[src/rtl/fp32_adder_datapath.sv]
// fp32_adder_datapath
//   Pipelined IEEE-754 binary32 adder (out = in1 + in2). It accepts one
//   operand pair per clock and never stalls. A pair sampled on edge N
//   appears on out after edge N+3, with out_valid high for that one cycle.
//   Subnormal inputs and results are flushed to signed zero. Rounding is
//   round-to-nearest-even. Any NaN, or inf - inf, yields the canonical quiet
//   NaN 7FC00000.
//
// Ports
//   clk       rising-edge clock
//   reset     synchronous, active-high; clears every pipeline register
//   in_valid  in1/in2 carry a valid pair this cycle
//   in1, in2  binary32 operands
//   out       registered sum; holds its last value while out_valid is low
//   out_valid out holds the result of the pair presented three edges earlier
//
// Pipeline
//   capture -> stage 1 unpack/align -> stage 2 add/sub -> stage 3 norm/round/pack
//   The 28-bit working format is {carry, significand[23:0], guard, round, sticky}.

module fp32_adder_datapath #(
  // Informational only. The datapath is fixed at three stages after capture,
  // so this must stay 3.
  parameter int unsigned LATENCY = 3
) (
  input  logic        clk,
  input  logic        reset,
  input  logic        in_valid,
  input  logic [31:0] in1,
  input  logic [31:0] in2,
  output logic [31:0] out,
  output logic        out_valid
);

  // valid chain: [0] capture, [1] stage 1, [2] stage 2, [LATENCY] output
  logic [LATENCY:0] vld_q, vld_d;

  // capture registers
  logic [31:0] opa_q, opa_d, opb_q, opb_d;

  // stage 1 registers
  logic        s1_sign_q,  s1_sign_d;
  logic        s1_sub_q,   s1_sub_d;
  logic [7:0]  s1_exp_q,   s1_exp_d;
  logic [23:0] s1_siga_q,  s1_siga_d;
  logic [25:0] s1_balgn_q, s1_balgn_d;
  logic        s1_bstk_q,  s1_bstk_d;
  logic        s1_nan_q,   s1_nan_d;
  logic        s1_inf_q,   s1_inf_d;
  logic        s1_infs_q,  s1_infs_d;
  logic        s1_zero_q,  s1_zero_d;
  logic        s1_zsgn_q,  s1_zsgn_d;

  // stage 2 registers
  logic        s2_sign_q,  s2_sign_d;
  logic [7:0]  s2_exp_q,   s2_exp_d;
  logic [27:0] s2_sum_q,   s2_sum_d;
  logic        s2_nan_q,   s2_nan_d;
  logic        s2_inf_q,   s2_inf_d;
  logic        s2_infs_q,  s2_infs_d;
  logic        s2_zero_q,  s2_zero_d;
  logic        s2_zsgn_q,  s2_zsgn_d;

  // output register
  logic [31:0] out_q, out_d;

  // stage 1 combinational helpers
  logic        sa, sb;
  logic [7:0]  ea, eb;
  logic [22:0] fa, fb;
  logic        za, zb, na, nb, ia, ib;
  logic [30:0] mag_a, mag_b;
  logic        swap;
  logic        big_zero, sml_zero;
  logic [7:0]  big_e, sml_e;
  logic [22:0] big_f, sml_f;
  logic [23:0] sml_sig;
  logic [7:0]  ediff;
  logic [49:0] ext;

  // stage 2 combinational helpers
  logic [27:0] a_ext, b_ext;

  // stage 3 combinational helpers
  logic [4:0]  lzc;
  logic [26:0] norm;
  logic [23:0] mant;
  logic        g_bit, r_bit, s_bit, round_up;
  logic [24:0] mant_r;
  logic [9:0]  exp_n, exp_r;
  logic [22:0] frac_o;
  logic [31:0] res;

  // capture
  always_comb begin
    vld_d = {vld_q[LATENCY-1:0], in_valid};
    opa_d = in_valid ? in1 : opa_q;
    opb_d = in_valid ? in2 : opb_q;
  end

  // stage 1: classify, order by magnitude, align the smaller operand
  always_comb begin
    sa = opa_q[31];
    ea = opa_q[30:23];
    fa = opa_q[22:0];
    sb = opb_q[31];
    eb = opb_q[30:23];
    fb = opb_q[22:0];

    za = (ea == '0);
    zb = (eb == '0);
    na = (ea == '1) && (fa != '0);
    nb = (eb == '1) && (fb != '0);
    ia = (ea == '1) && (fa == '0);
    ib = (eb == '1) && (fb == '0);

    // flushed subnormals compare as zero magnitude
    mag_a = za ? '0 : opa_q[30:0];
    mag_b = zb ? '0 : opb_q[30:0];
    swap  = (mag_b > mag_a);

    big_zero = swap ? zb : za;
    sml_zero = swap ? za : zb;
    big_e    = swap ? eb : ea;
    sml_e    = swap ? ea : eb;
    big_f    = swap ? fb : fa;
    sml_f    = swap ? fa : fb;
    sml_sig  = sml_zero ? '0 : {1'b1, sml_f};
    ediff    = big_e - sml_e;

    ext        = '0;
    s1_balgn_d = '0;
    s1_bstk_d  = 1'b0;
    if (ediff >= 8'd26) begin
      // the whole smaller operand lies below the round bit
      s1_bstk_d = |sml_sig;
    end else begin
      ext        = {sml_sig, 26'd0} >> ediff;
      s1_balgn_d = ext[49:24];
      s1_bstk_d  = |ext[23:0];
    end

    s1_sign_d = swap ? sb : sa;
    s1_sub_d  = sa ^ sb;
    s1_exp_d  = big_e;
    s1_siga_d = big_zero ? '0 : {1'b1, big_f};
    s1_nan_d  = na | nb | (ia & ib & (sa != sb));
    s1_inf_d  = ia | ib;
    s1_infs_d = ia ? sa : sb;
    s1_zero_d = za & zb;
    s1_zsgn_d = sa & sb;
  end

  // stage 2: significand add/subtract (A >= B, so no negative result)
  always_comb begin
    a_ext     = {1'b0, s1_siga_q, 3'b000};
    b_ext     = {1'b0, s1_balgn_q, s1_bstk_q};
    s2_sum_d  = s1_sub_q ? (a_ext - b_ext) : (a_ext + b_ext);
    s2_sign_d = s1_sign_q;
    s2_exp_d  = s1_exp_q;
    s2_nan_d  = s1_nan_q;
    s2_inf_d  = s1_inf_q;
    s2_infs_d = s1_infs_q;
    s2_zero_d = s1_zero_q;
    s2_zsgn_d = s1_zsgn_q;
  end

  // stage 3: normalize, round to nearest even, pack
  always_comb begin
    lzc = 5'd0;
    for (int unsigned i = 0; i < 27; i++) begin
      if (s2_sum_q[i]) lzc = 5'(26 - i);
    end
    norm = s2_sum_q[26:0] << lzc;

    if (s2_sum_q[27]) begin
      mant  = s2_sum_q[27:4];
      g_bit = s2_sum_q[3];
      r_bit = s2_sum_q[2];
      s_bit = |s2_sum_q[1:0];
      exp_n = {2'b00, s2_exp_q} + 10'd1;
    end else begin
      mant  = norm[26:3];
      g_bit = norm[2];
      r_bit = norm[1];
      s_bit = norm[0];
      exp_n = {2'b00, s2_exp_q} - {5'd0, lzc};
    end

    round_up = g_bit & (r_bit | s_bit | mant[0]);
    mant_r   = {1'b0, mant} + {24'd0, round_up};
    exp_r    = exp_n + {9'd0, mant_r[24]};
    frac_o   = mant_r[24] ? mant_r[23:1] : mant_r[22:0];

    if (s2_nan_q)
      res = 32'h7FC0_0000;
    else if (s2_inf_q)
      res = {s2_infs_q, 8'hFF, 23'd0};
    else if (s2_zero_q)
      res = {s2_zsgn_q, 31'd0};
    else if (s2_sum_q == '0)
      res = '0;
    else if ($signed(exp_n) <= 10'sd0)
      res = {s2_sign_q, 31'd0};
    else if ($signed(exp_r) >= 10'sd255)
      res = {s2_sign_q, 8'hFF, 23'd0};
    else
      res = {s2_sign_q, exp_r[7:0], frac_o};

    out_d = vld_q[2] ? res : out_q;
  end

  always_ff @(posedge clk) begin
    if (reset) begin
      vld_q      <= '0;
      opa_q      <= '0;
      opb_q      <= '0;
      s1_sign_q  <= 1'b0;
      s1_sub_q   <= 1'b0;
      s1_exp_q   <= '0;
      s1_siga_q  <= '0;
      s1_balgn_q <= '0;
      s1_bstk_q  <= 1'b0;
      s1_nan_q   <= 1'b0;
      s1_inf_q   <= 1'b0;
      s1_infs_q  <= 1'b0;
      s1_zero_q  <= 1'b0;
      s1_zsgn_q  <= 1'b0;
      s2_sign_q  <= 1'b0;
      s2_exp_q   <= '0;
      s2_sum_q   <= '0;
      s2_nan_q   <= 1'b0;
      s2_inf_q   <= 1'b0;
      s2_infs_q  <= 1'b0;
      s2_zero_q  <= 1'b0;
      s2_zsgn_q  <= 1'b0;
      out_q      <= '0;
    end else begin
      vld_q      <= vld_d;
      opa_q      <= opa_d;
      opb_q      <= opb_d;
      s1_sign_q  <= s1_sign_d;
      s1_sub_q   <= s1_sub_d;
      s1_exp_q   <= s1_exp_d;
      s1_siga_q  <= s1_siga_d;
      s1_balgn_q <= s1_balgn_d;
      s1_bstk_q  <= s1_bstk_d;
      s1_nan_q   <= s1_nan_d;
      s1_inf_q   <= s1_inf_d;
      s1_infs_q  <= s1_infs_d;
      s1_zero_q  <= s1_zero_d;
      s1_zsgn_q  <= s1_zsgn_d;
      s2_sign_q  <= s2_sign_d;
      s2_exp_q   <= s2_exp_d;
      s2_sum_q   <= s2_sum_d;
      s2_nan_q   <= s2_nan_d;
      s2_inf_q   <= s2_inf_d;
      s2_infs_q  <= s2_infs_d;
      s2_zero_q  <= s2_zero_d;
      s2_zsgn_q  <= s2_zsgn_d;
      out_q      <= out_d;
    end
  end

  assign out       = out_q;
  assign out_valid = vld_q[LATENCY];

endmodule

[config.mk]
export PLATFORM = sky130hd
export DESIGN_NAME = fp32_adder_datapath
export DESIGN_NICKNAME = d
export VERILOG_FILES = /design/src/rtl/fp32_adder_datapath.sv
export SDC_FILE = /design/constraint.sdc
export NUM_CORES = 1
export LEC_CHECK = 0
export ABC_AREA = 1
export BUFFER_PORTS_ARGS = -buffer_cell sky130_fd_sc_hd__buf_2
export CORE_MARGIN = 5
export CORE_UTILIZATION = 55
export CTS_BUF_LIST = sky130_fd_sc_hd__clkbuf_2
export DETAILED_ROUTE_END_ITERATION = 8
export PLACE_DENSITY_LB_ADDON = 0.15
export SLEW_MARGIN = 20
export SYNTH_ARGS = -nofsm -noshare
export SYNTH_HDL_FRONTEND = slang
export SYNTH_SLANG_ARGS = --single-unit
[constraint.sdc]
create_clock -name clk -period 7.12 [get_ports clk]
set_input_delay 1.068 -clock clk [delete_from_list [all_inputs] [get_ports clk]]
set_output_delay 1.068 -clock clk [all_outputs]
set_load 0.02 [all_outputs]
==> results of run 1 <==
-- routing by layer --
metal	up-vias	global-route usage (%)	wire length, um
li1	8357	-	-
met5	-	0	0
met2	608	55.4	24500
met3	156	4.84	2970
met4	0	16.1	2870
met1	7587	37.4	20500
-- cells by family (layout without fill, tap and decap cells) --
family | count (synthesis) | after routing
compound gates | 479 | 479
xor+xnor | 21 | 21
fa+ha+maj | 93 | 93
buf+inv | 375 | 470
flops | 208 | 208
mux | 1 | 1
other cells | 0 | 2
simple gates | 1293 | 1293
-- cells in the mapped netlist, types with 7 or more instances --
library cell,n
a211oi_1,18
nor3_1,21
nand4_1,39
nor2_1,215
nand2_1,637
nor4_1,14
o21ai_1,11
nand3b_1,7
buf_1,11
o21ai_0,177
inv_2,13
nand3_1,315
nand2_2,10
buf_2,12
clkbuf_1,89
xor2_1,13
o31ai_1,7
ha_1,91
dfxtp_1,208
a21oi_1,218
inv_1,237
xnor2_1,8
nand3_2,10
-- per-stage QoR --
stage / cells / area (um^2) / hold WS [ps] / total power, mW
2_1_floorplan: 2470 / 15300 / 388 / 3.94
3_3_place_gp: 2849 / 15900 / 390 / 4.90
3_5_place_dp: 2849 / 15900 / 393 / 4.90
4_1_cts: 2943 / 16400 / 342 / 5.81
5_1_grt: 2945 / 16400 / 366 / 6.32
6_report: 2945 / 16400 / 396 / 5.86
-- final timing paths --
kind | start | endpoint | slack (ps) | cells after the start
max | opb_q[24] | s1_balgn_q[25] | 690 | 28
min | s1_infs_q | s2_infs_q | 400 | 2
min reg2reg | s1_infs_q | s2_infs_q | 400 | 2
max reg2reg | opb_q[24] | s1_balgn_q[25] | 690 | 28
-- what timing repair did --
item	4_1_cts	5_1_grt
endpoints found under the hold margin	0	0
setup endpoints to repair	0	22
hold buffers	0	0
resized for setup	0	2
-- critical path: cells and delay by family (launching register included) --
kind / cells / cell delay, ps
simple gates: 18 / 3460
buf+inv: 5 / 1300
compound gates: 4 / 780
flops: 1 / 500
fa+ha+maj: 1 / 260
-- power by group --
part	internal, mW	switching (mW)	total [mW]	leakage, nW
Clock	0.396	0.508	0.904	0.392
Sequential	1.27	0.105	1.37	1.71
Combinational	1.04	2.54	3.59	5.81
-- area by class of cell --
cell class	count	area [um^2]
inverters	257	972
multi-input cells	1887	9640
well taps	378	473
clock inverters	20	170
fillers	2774	11200
flip-flops and latches	208	4160
repair buffers	119	646
clock buffers	74	370
diodes	2	5.00
-- flip-flops by register name, summed over array words and instances (netlist names), 4 cells and up --
name,flops
opb_q,32
s1_balgn_q,26
s1_siga_q,24
out,32
s2_sum_q,28
vld_q,4
s1_exp_q,8
opa_q,32
s2_exp_q,8
-- cells in the final DEF, fill, tap and decap left out, types with 5 or more instances in the layout --
| cell type | instances |
|---|---|
| nor2_1 | 215 |
| buf_4 | 20 |
| ha_1 | 91 |
| o21ai_0 | 177 |
| nor2_4 | 6 |
| o21bai_1 | 5 |
| nor3_1 | 21 |
| xnor2_1 | 8 |
| o21ai_2 | 6 |
| a22oi_1 | 5 |
| clkbuf_2 | 74 |
| buf_2 | 99 |
| a211oi_1 | 18 |
| o31ai_1 | 7 |
| nand3_1 | 315 |
| clkinv_1 | 14 |
| nand4_1 | 39 |
| clkinv_2 | 7 |
| nand3_2 | 10 |
| nand2_1 | 636 |
| xor2_1 | 13 |
| inv_1 | 235 |
| o21ai_1 | 11 |
| nand2_2 | 11 |
| nor2_2 | 5 |
| o211ai_1 | 5 |
| dfxtp_1 | 208 |
| a21oi_1 | 218 |
| inv_2 | 14 |
| nor4_1 | 14 |
| o22ai_1 | 6 |
| nand3b_1 | 7 |
==> results.py, run 1 <==
metrics = {
    "detailed_routing": {
        "drc_errors": 0,
        "wl_per_cell_um": 17.3,
        "antenna_left": 0,
        "vias": 16700,
        "drt_pre_antenna_iters": 6,
        "routed_wirelength_um": 50900,
        "vias_per_cell": 5.67,
        "drt_iter0_drc": 1318,
    },
    "critical_path": {
        "cp-end-kind": "flop",
        "critPathRequiredTime_ps": 7880,
        "cp_max_fo": 53,
        "critical_path.most_common_cell": "nand2_1",
        "criticalPathCategory": "reg2reg",
        "worst_path_largest_cell_delay_ps": 630,
        "cp-start-kind": "flop",
        "worstPathArrival_ps": 7190,
        "slowest_stage": "and2_1",
    },
    "global_routing": {
        "grt_overflow": 0,
        "grt_pass1_vias": 15600,
        "grt_max_degree": 95,
        "grt_first_pass_wirelength_um": 80000,
        "grt.total_usage_pct": 31.6,
        "antenna_found_initial": 1,
    },
    "logic_synthesis": {
        "yosysWarnings": 0,
        "synth_flop_cell": "dfxtp_1",
        "netlist_area_um2": 15300,
        "ys_seq_area_share_pct": 27.3,
        "synth_compound_area_share_pct": 17.1,
        "synth.ff_latch_count": 208,
        "syn-num-nets": 2630,
        "yosysUniqueCellTypes": 59,
        "synth_top_family_by_area": "simple AND/OR/NAND/NOR gates",
        "synth_top_area_cell": "dfxtp_1",
        "ys_top_cells_by_area": "dfxtp_1 (27%), nand2_1 (16%), nand3_1 (10%)",
        "synth.top_cell.area_share_pct": 27.3,
        "syn_avg_cell_area_um2": 6.18,
        "yosys.area_share.simple_pct": 37.1,
        "synthArstFlopShare_pct": 0,
        "synthAdderAreaFrac_pct": 7.72,
        "synth_cells": 2470,
        "muxShareOfSynthArea_pct": 0.0656,
        "synth-edff-count": 0,
        "synth_xor_area_share_pct": 1.21,
    },
    "sta": {
        "setup_tns_ps": 0,
        "worst_slew_pin_slew_ps": 913,
        "skew_ps": 74.5,
        "layout_setup_ws_ps": 689,
        "hold_viol_final": 0,
        "final.min_clock_period_ps": 6430,
        "maxSlewHeadroom_pct": 39.1,
        "setup_viol": 0,
        "rsz0062_at_grt": "false",
        "period_share_pct": 90.3,
        "max_freq_mhz": 156,
        "drv_slew": 0,
    },
    "cts": {
        "cts_sinks": 208,
        "ctsHtreeMaxLevel": 2,
        "insertion_delay_ps": 870,
        "cts_setup_buffers": 0,
        "path_clk_slew_ps": 110,
        "cts_tree": "done",
        "clock_path_buffers": 3,
        "cts_buffers": 55,
        "cts-root-buf": "clkbuf_2",
    },
    "placed_design": {
        "dp_hpwl_um": 39200,
        "pre_cts_ws_ps": 694,
        "port_buffers": 99,
        "place_congestion": 0.997,
    },
    "pwr": {
        "p_per_area_nw_per_um2": 356,
        "p_leak_nw": 7.91,
        "vdd_drop_max_uv": 149,
    },
    "run_status": {
        "outcome": "finished clean",
    },
    "floorplan": {
        "core_region_area_um2": 27600,
        "die_height_um": 177,
        "start_util_pct": 55.2,
        "die_x_um": 177,
        "rows": 61,
        "die_area_um2": 31200,
        "num_io_pins": 100,
    },
    "worst_hold_path": {
        "hp-class": "reg2reg",
    },
    "job": {
        "drv_cap": 0,
    },
    "final_layout": {
        "drive_gt1_share_pct": 10.6,
        "area_delta_synth_final_pct": 7.74,
        "final_util_pct": 59.5,
        "nNetsFinal": 2688,
    },
}
Power figures use the tool's default switching activity.
==> run 2: changes to the inputs <==
- CAP_MARGIN: not set -> 15
- clock period: 7.12 -> 5.61 ns (I/O delays scaled with it)
==> results.py, run 2 (synthesis gave the netlist of run 1 again) <==
metrics = {
    "final_layout": {
        "final_util_pct": 66.1,
        "final_cell_mix": "nand2_1 (602), nand3_1 (263), inv_1 (232)",
        "area_delta_synth_final_pct": 19.6,
        "nNetsFinal": 2814,
        "drive_gt1_share_pct": 19.7,
        "final_common_cell": "nand2_1",
        "fin_area_um2": 18300,
    },
    "critical_path": {
        "slowest_stage": "nor4_1",
        "worst_path_largest_cell_delay_ps": 450,
        "cp-start-kind": "flop",
        "worstPathArrival_ps": 6100,
        "criticalPathCategory": "reg2reg",
        "cpLargestDelayFamily": "simple AND/OR/NAND/NOR gates",
        "r2r_end": "out[19]",
        "critPathRequiredTime_ps": 6290,
        "cp-end-kind": "flop",
        "critical_path_cell_count": 27,
        "cp_num_buf_inv": 6,
        "cp_max_fo": 11,
        "critical_path.most_common_cell": "nand4_1",
        "r2r-start": "s2_sum_q[17]",
        "r2r_cells": 27,
        "r2r_setup_slack_ps": 190,
    },
    "worst_hold_path": {
        "hold_depth": 3,
        "worstHoldStart": "in1[22]",
        "hp-class": "in2reg",
        "holdPathEnd": "opa_q[22]",
    },
    "floorplan": {
        "start_util_pct": 55.2,
        "rows": 61,
        "die_area_um2": 31200,
        "num_io_pins": 100,
        "core_region_area_um2": 27600,
        "die_height_um": 177,
        "die_x_um": 177,
    },
    "sta": {
        "period_share_pct": 96.6,
        "skew_ps": 122,
        "rsz0062_at_grt": "true",
        "hold_viol_final": 0,
        "final.min_clock_period_ps": 5420,
        "maxSlewHeadroom_pct": 22.4,
        "setup_viol": 0,
        "drv_slew": 0,
        "worst_slew_pin_slew_ps": 1150,
        "max_freq_mhz": 185,
    },
    "cts": {
        "clock_path_buffers": 3,
        "cts-hold-fix-buffers": 0,
        "insertion_delay_ps": 940,
        "ctsHtreeMaxLevel": 2,
        "cts-root-buf": "clkbuf_2",
        "cts_buffers": 58,
        "path_clk_slew_ps": 100,
        "cts_tree": "done",
        "cts_sinks": 208,
    },
    "global_routing": {
        "grt_pass1_vias": 16600,
        "grt_first_pass_wirelength_um": 84200,
        "grt_overflow": 0,
        "grt_max_degree": 74,
        "grt.total_usage_pct": 33.1,
        "antenna_found_initial": 1,
    },
    "run_status": {
        "outcome": "finished clean",
    },
    "detailed_routing": {
        "drt_pre_antenna_iters": 6,
        "vias": 17700,
        "drt_iter0_drc": 1559,
        "drc_errors": 0,
        "wl_per_cell_um": 17.6,
        "antenna_left": 0,
        "routed_wirelength_um": 54200,
        "vias_per_cell": 5.75,
    },
    "job": {
        "drv_cap": 0,
    },
    "placed_design": {
        "dp_hpwl_um": 41500,
        "port_buffers": 99,
        "place_congestion": 1.02,
        "place_area_um2": 16600,
    },
    "pwr": {
        "vdd_drop_max_uv": 217,
        "total_power_mw": 8.61,
        "p_leak_nw": 8.77,
        "p_per_area_nw_per_um2": 472,
    },
}
-- run 2: cell types whose count changed in the layout (fill, tap and decap cells not counted), moves of 6 or more --
cell and change:
buf_4 +105, nand3_1 -52, nand3_2 +46, nand2_1 -34
nand2_2 +24, a21oi_1 -10, a21oi_2 +10, clkbuf_2 +8
nand2_4 +7, nor2_1 -7, buf_12 +6, clkinv_1 +6
clkinv_2 -6, nand3_4 +6
-- run 2: power by group --
group          leakage [nW]  total (mW)  switching, mW  internal, mW
Clock                 0.384        1.08          0.671         0.408
Combinational          6.68        5.80           3.73          2.08
Sequential             1.71        1.73          0.124          1.61
-- run 2: stage by stage --
stage / hold slack, ps / std cells / setup TNS (ps) / setup slack (ps)
2_1_floorplan: 388 / 2470 / 0 / 568
3_3_place_gp: 390 / 2941 / 0 / 222
3_5_place_dp: 392 / 2941 / 0 / 95.9
4_1_cts: 68.7 / 3042 / 0 / 91.2
5_1_grt: 85.4 / 3075 / -3780 / -262
6_report: 124 / 3075 / 0 / 191
-- run 2: what timing repair did --
action / 4_1_cts / 5_1_grt
resized for setup: 0 / 191
setup endpoints to repair: 0 / 58
setup buffers: 0 / 25
-- run 2: per-layer routing --
| metal | global-route usage (%) | part of all wire [%] | wire (um) |
|---|---|---|---|
| met3 | 4.75 | 6.7 | 3650 |
| met1 | 39.2 | 38 | 20800 |
| met5 | 0 | 0 | 0 |
| met2 | 57.2 | 48 | 26200 |
| met4 | 18.8 | 6.6 | 3570 |
-- run 2: worst max-delay path by stage --
| stage | to | start | slack (ps) |
|---|---|---|---|
| 2_1_floorplan | out[13] | s2_sum_q[2] | 570 |
| 3_3_place_gp | out[7] | s2_sum_q[1] | 220 |
| 3_5_place_dp | out[21] | s2_sum_q[2] | 100 |
| 4_1_cts | out[15] | s2_sum_q[2] | 90 |
| 5_1_grt | out[19] | s2_sum_q[2] | -260 |
| 6_report | out[19] | s2_sum_q[17] | 190 |
-- run 2: worst register-to-register path: stages (launching register included) --
cell        delay [ps]
dfxtp_1            370
inv_1              240
nand4_1            200
nor4_1             450
nor2_1             110
inv_1              430
buf_4              320
nand4_1            250
a22oi_1            250
nand2_2            120
nor2_4             160
nand4_1            120
nor3_2             230
ha_2               250
ha_4               160
buf_6              110
xnor2_4             70
nor2_1             120
nand4_1            120
o41ai_2            310
nand2_1            120
nand3_2             90
nor2_2              50
buf_6              150
nand2_8            100
clkinvlp_4         170
nand3_2            100
a21oi_1             60
-- run 2: layout make-up --
type / count / area (um^2)
Multi-Input combinational cell: 1889 / 10400
Fill cell: 2644 / 9380
Sequential cell: 208 / 4170
Timing Repair Buffer: 238 / 1680
Inverter: 257 / 1000
Tap cell: 378 / 473
Clock buffer: 82 / 410
Clock inverter: 19 / 95.1
Timing Repair inverter: 2 / 15.0
Antenna cell: 2 / 5.00
==> run 3: changes to the inputs <==
- CORE_MARGIN: 5 -> 8
- MAX_ROUTING_LAYER: not set -> met4
==> results.py, run 3 (synthesis gave the netlist of run 1 again) <==
metrics = {
    "final_layout": {
        "fill_cells": 2634,
        "final_cell_mix": "nand2_1 (613), nand3_1 (264), inv_1 (231)",
        "final_common_cell": "nand2_1",
        "register_area_um2": 4170,
        "final_util_pct": 65.2,
        "multi_input_area_um2": 10300,
        "drive_gt1_share_pct": 18.5,
        "area_delta_synth_final_pct": 17.7,
        "nNetsFinal": 2798,
    },
    "cts": {
        "cts_tree": "done",
        "cts_sinks": 208,
        "cts-hold-fix-buffers": 0,
        "insertion_delay_ps": 980,
        "cts_buffers": 55,
        "cts-root-buf": "clkbuf_2",
        "ctsHtreeMaxLevel": 2,
        "clock_path_buffers": 3,
        "path_clk_slew_ps": 110,
    },
    "global_routing": {
        "grt_pass1_vias": 16300,
        "grt_overflow": 0,
        "antenna_found_initial": 1,
        "grt_max_degree": 85,
        "grt.total_usage_pct": 31.6,
        "grt_first_pass_wirelength_um": 83200,
    },
    "placed_design": {
        "place_congestion": 1.00,
        "dp_hpwl_um": 40800,
        "port_buffers": 99,
    },
    "detailed_routing": {
        "vias": 17400,
        "drt_pre_antenna_iters": 7,
        "drc_errors": 0,
        "drt_iter0_drc": 1445,
        "routed_wirelength_um": 53500,
        "wl_per_cell_um": 17.5,
        "antenna_left": 0,
        "vias_per_cell": 5.68,
    },
    "critical_path": {
        "worst_path_largest_cell_delay_ps": 340,
        "critical_path.most_common_cell": "nand2_1",
        "crit_end": "out[1]",
        "r2r_cells": 50,
        "cp-end-kind": "flop",
        "cp_max_fo": 11,
        "criticalPathCategory": "reg2reg",
        "cp-start-kind": "flop",
        "r2r_setup_slack_ps": 260,
        "worstPathArrival_ps": 6020,
        "r2r_end": "out[1]",
        "critPathRequiredTime_ps": 6280,
        "r2r-start": "s2_sum_q[3]",
        "slowest_stage": "dfxtp_2",
        "cp-startpoint": "s2_sum_q[3]",
    },
    "sta": {
        "maxSlewHeadroom_pct": 38.6,
        "hold_viol_final": 0,
        "skew_ps": 184,
        "max_freq_mhz": 187,
        "rsz0062_at_grt": "true",
        "period_share_pct": 95.4,
        "final.min_clock_period_ps": 5350,
        "drv_slew": 0,
        "setup_viol": 0,
        "worst_slew_pin_slew_ps": 920,
    },
    "worst_hold_path": {
        "hp-class": "in2reg",
    },
    "pwr": {
        "p_per_area_nw_per_um2": 466,
        "p_leak_nw": 8.61,
        "total_power_mw": 8.37,
        "vdd_drop_max_uv": 208,
    },
    "job": {
        "drv_cap": 0,
    },
    "floorplan": {
        "die_x_um": 183,
        "die_height_um": 183,
        "die_area_um2": 33300,
        "core_region_area_um2": 27600,
        "num_io_pins": 100,
        "rows": 61,
        "start_util_pct": 55.4,
    },
    "run_status": {
        "outcome": "finished clean",
    },
}
run 3: changes by cell type in the layout (fill, tap and decap cells not counted), moves of 4 or more:
cell,change
nand2_2,-5
clkbuf_2,-6
nand2_4,-4
a21oi_1,+5
clkinv_1,-4
nand2_1,+11
buf_6,-5
a21oi_2,-5
buf_4,-7
clkinv_2,+8
run 3: how the worst min path moves through the flow:
stage                            from          end  depth (start not counted)
after floorplan           s1_exp_q[0]  s2_exp_q[0]                          2
after global placement       vld_q[0]     vld_q[1]                          2
after detailed placement  s1_exp_q[2]  s2_exp_q[2]                          2
after CTS                     in1[20]    opa_q[20]                          3
after global routing          in1[21]    opa_q[21]                          3
final                         in2[30]    opb_q[30]                          3
run 3: worst max-delay path, delay by kind of cell (launching register included):
family	cells	cell delay (ps)
adders and majority gates	1	230
and+or+nand+nor	43	3670
buffers and inverters	3	280
AOI/OAI and AO/OA	3	560
DFF	1	340
run 3: power breakdown:
part / internal, mW / switching [mW] / total [mW]
clock network: 0.388 / 0.681 / 1.07
registers: 1.61 / 0.123 / 1.73
logic: 1.94 / 3.63 / 5.57
total: 3.94 / 4.43 / 8.37
run 3: layout make-up:
cell class / instances / area share [%]
Antenna cell: 1 / 0.0139
Clock buffer: 76 / 2.12
Clock inverter: 24 / 0.689
Inverter: 257 / 5.53
Multi-Input combinational cell: 1889 / 57.2
Sequential cell: 208 / 23.2
Tap cell: 378 / 2.63
Timing Repair Buffer: 224 / 8.50
Timing Repair inverter: 3 / 0.111
run 3: repair_timing:
item,4_1_cts,5_1_grt
setup buffers,0,28
setup endpoints to repair,7,57
hold endpoints to repair,0,0
resized for setup,1,157
gates cloned,0,6
pin swaps,0,57
run 3: metal layers:
layer / track usage (%) / vias up / wire [um]
met2: 54.0 / 690 / 25900
li1: - / 8582 / -
met3: 4.12 / 176 / 3160
met1: 35.1 / 7918 / 21200
met5: - / - / 0
met4: 18.0 / 0 / 3210
run 3: per-stage QoR:
step / cells / hold WS, ps / setup TNS [ps] / setup WS [ps] / area [um^2]
floorplan: 2470 / 388 / 0 / 568 / 15300
global placement: 2926 / 390 / 0 / 86.7 / 16500
detailed placement: 2926 / 392 / -2.31 / -2.31 / 16500
CTS: 3026 / 38.2 / 0 / 70.8 / 17000
global route: 3060 / 58.3 / -2010 / -149 / 18000
finish: 3060 / 92.8 / 0 / 259 / 18000
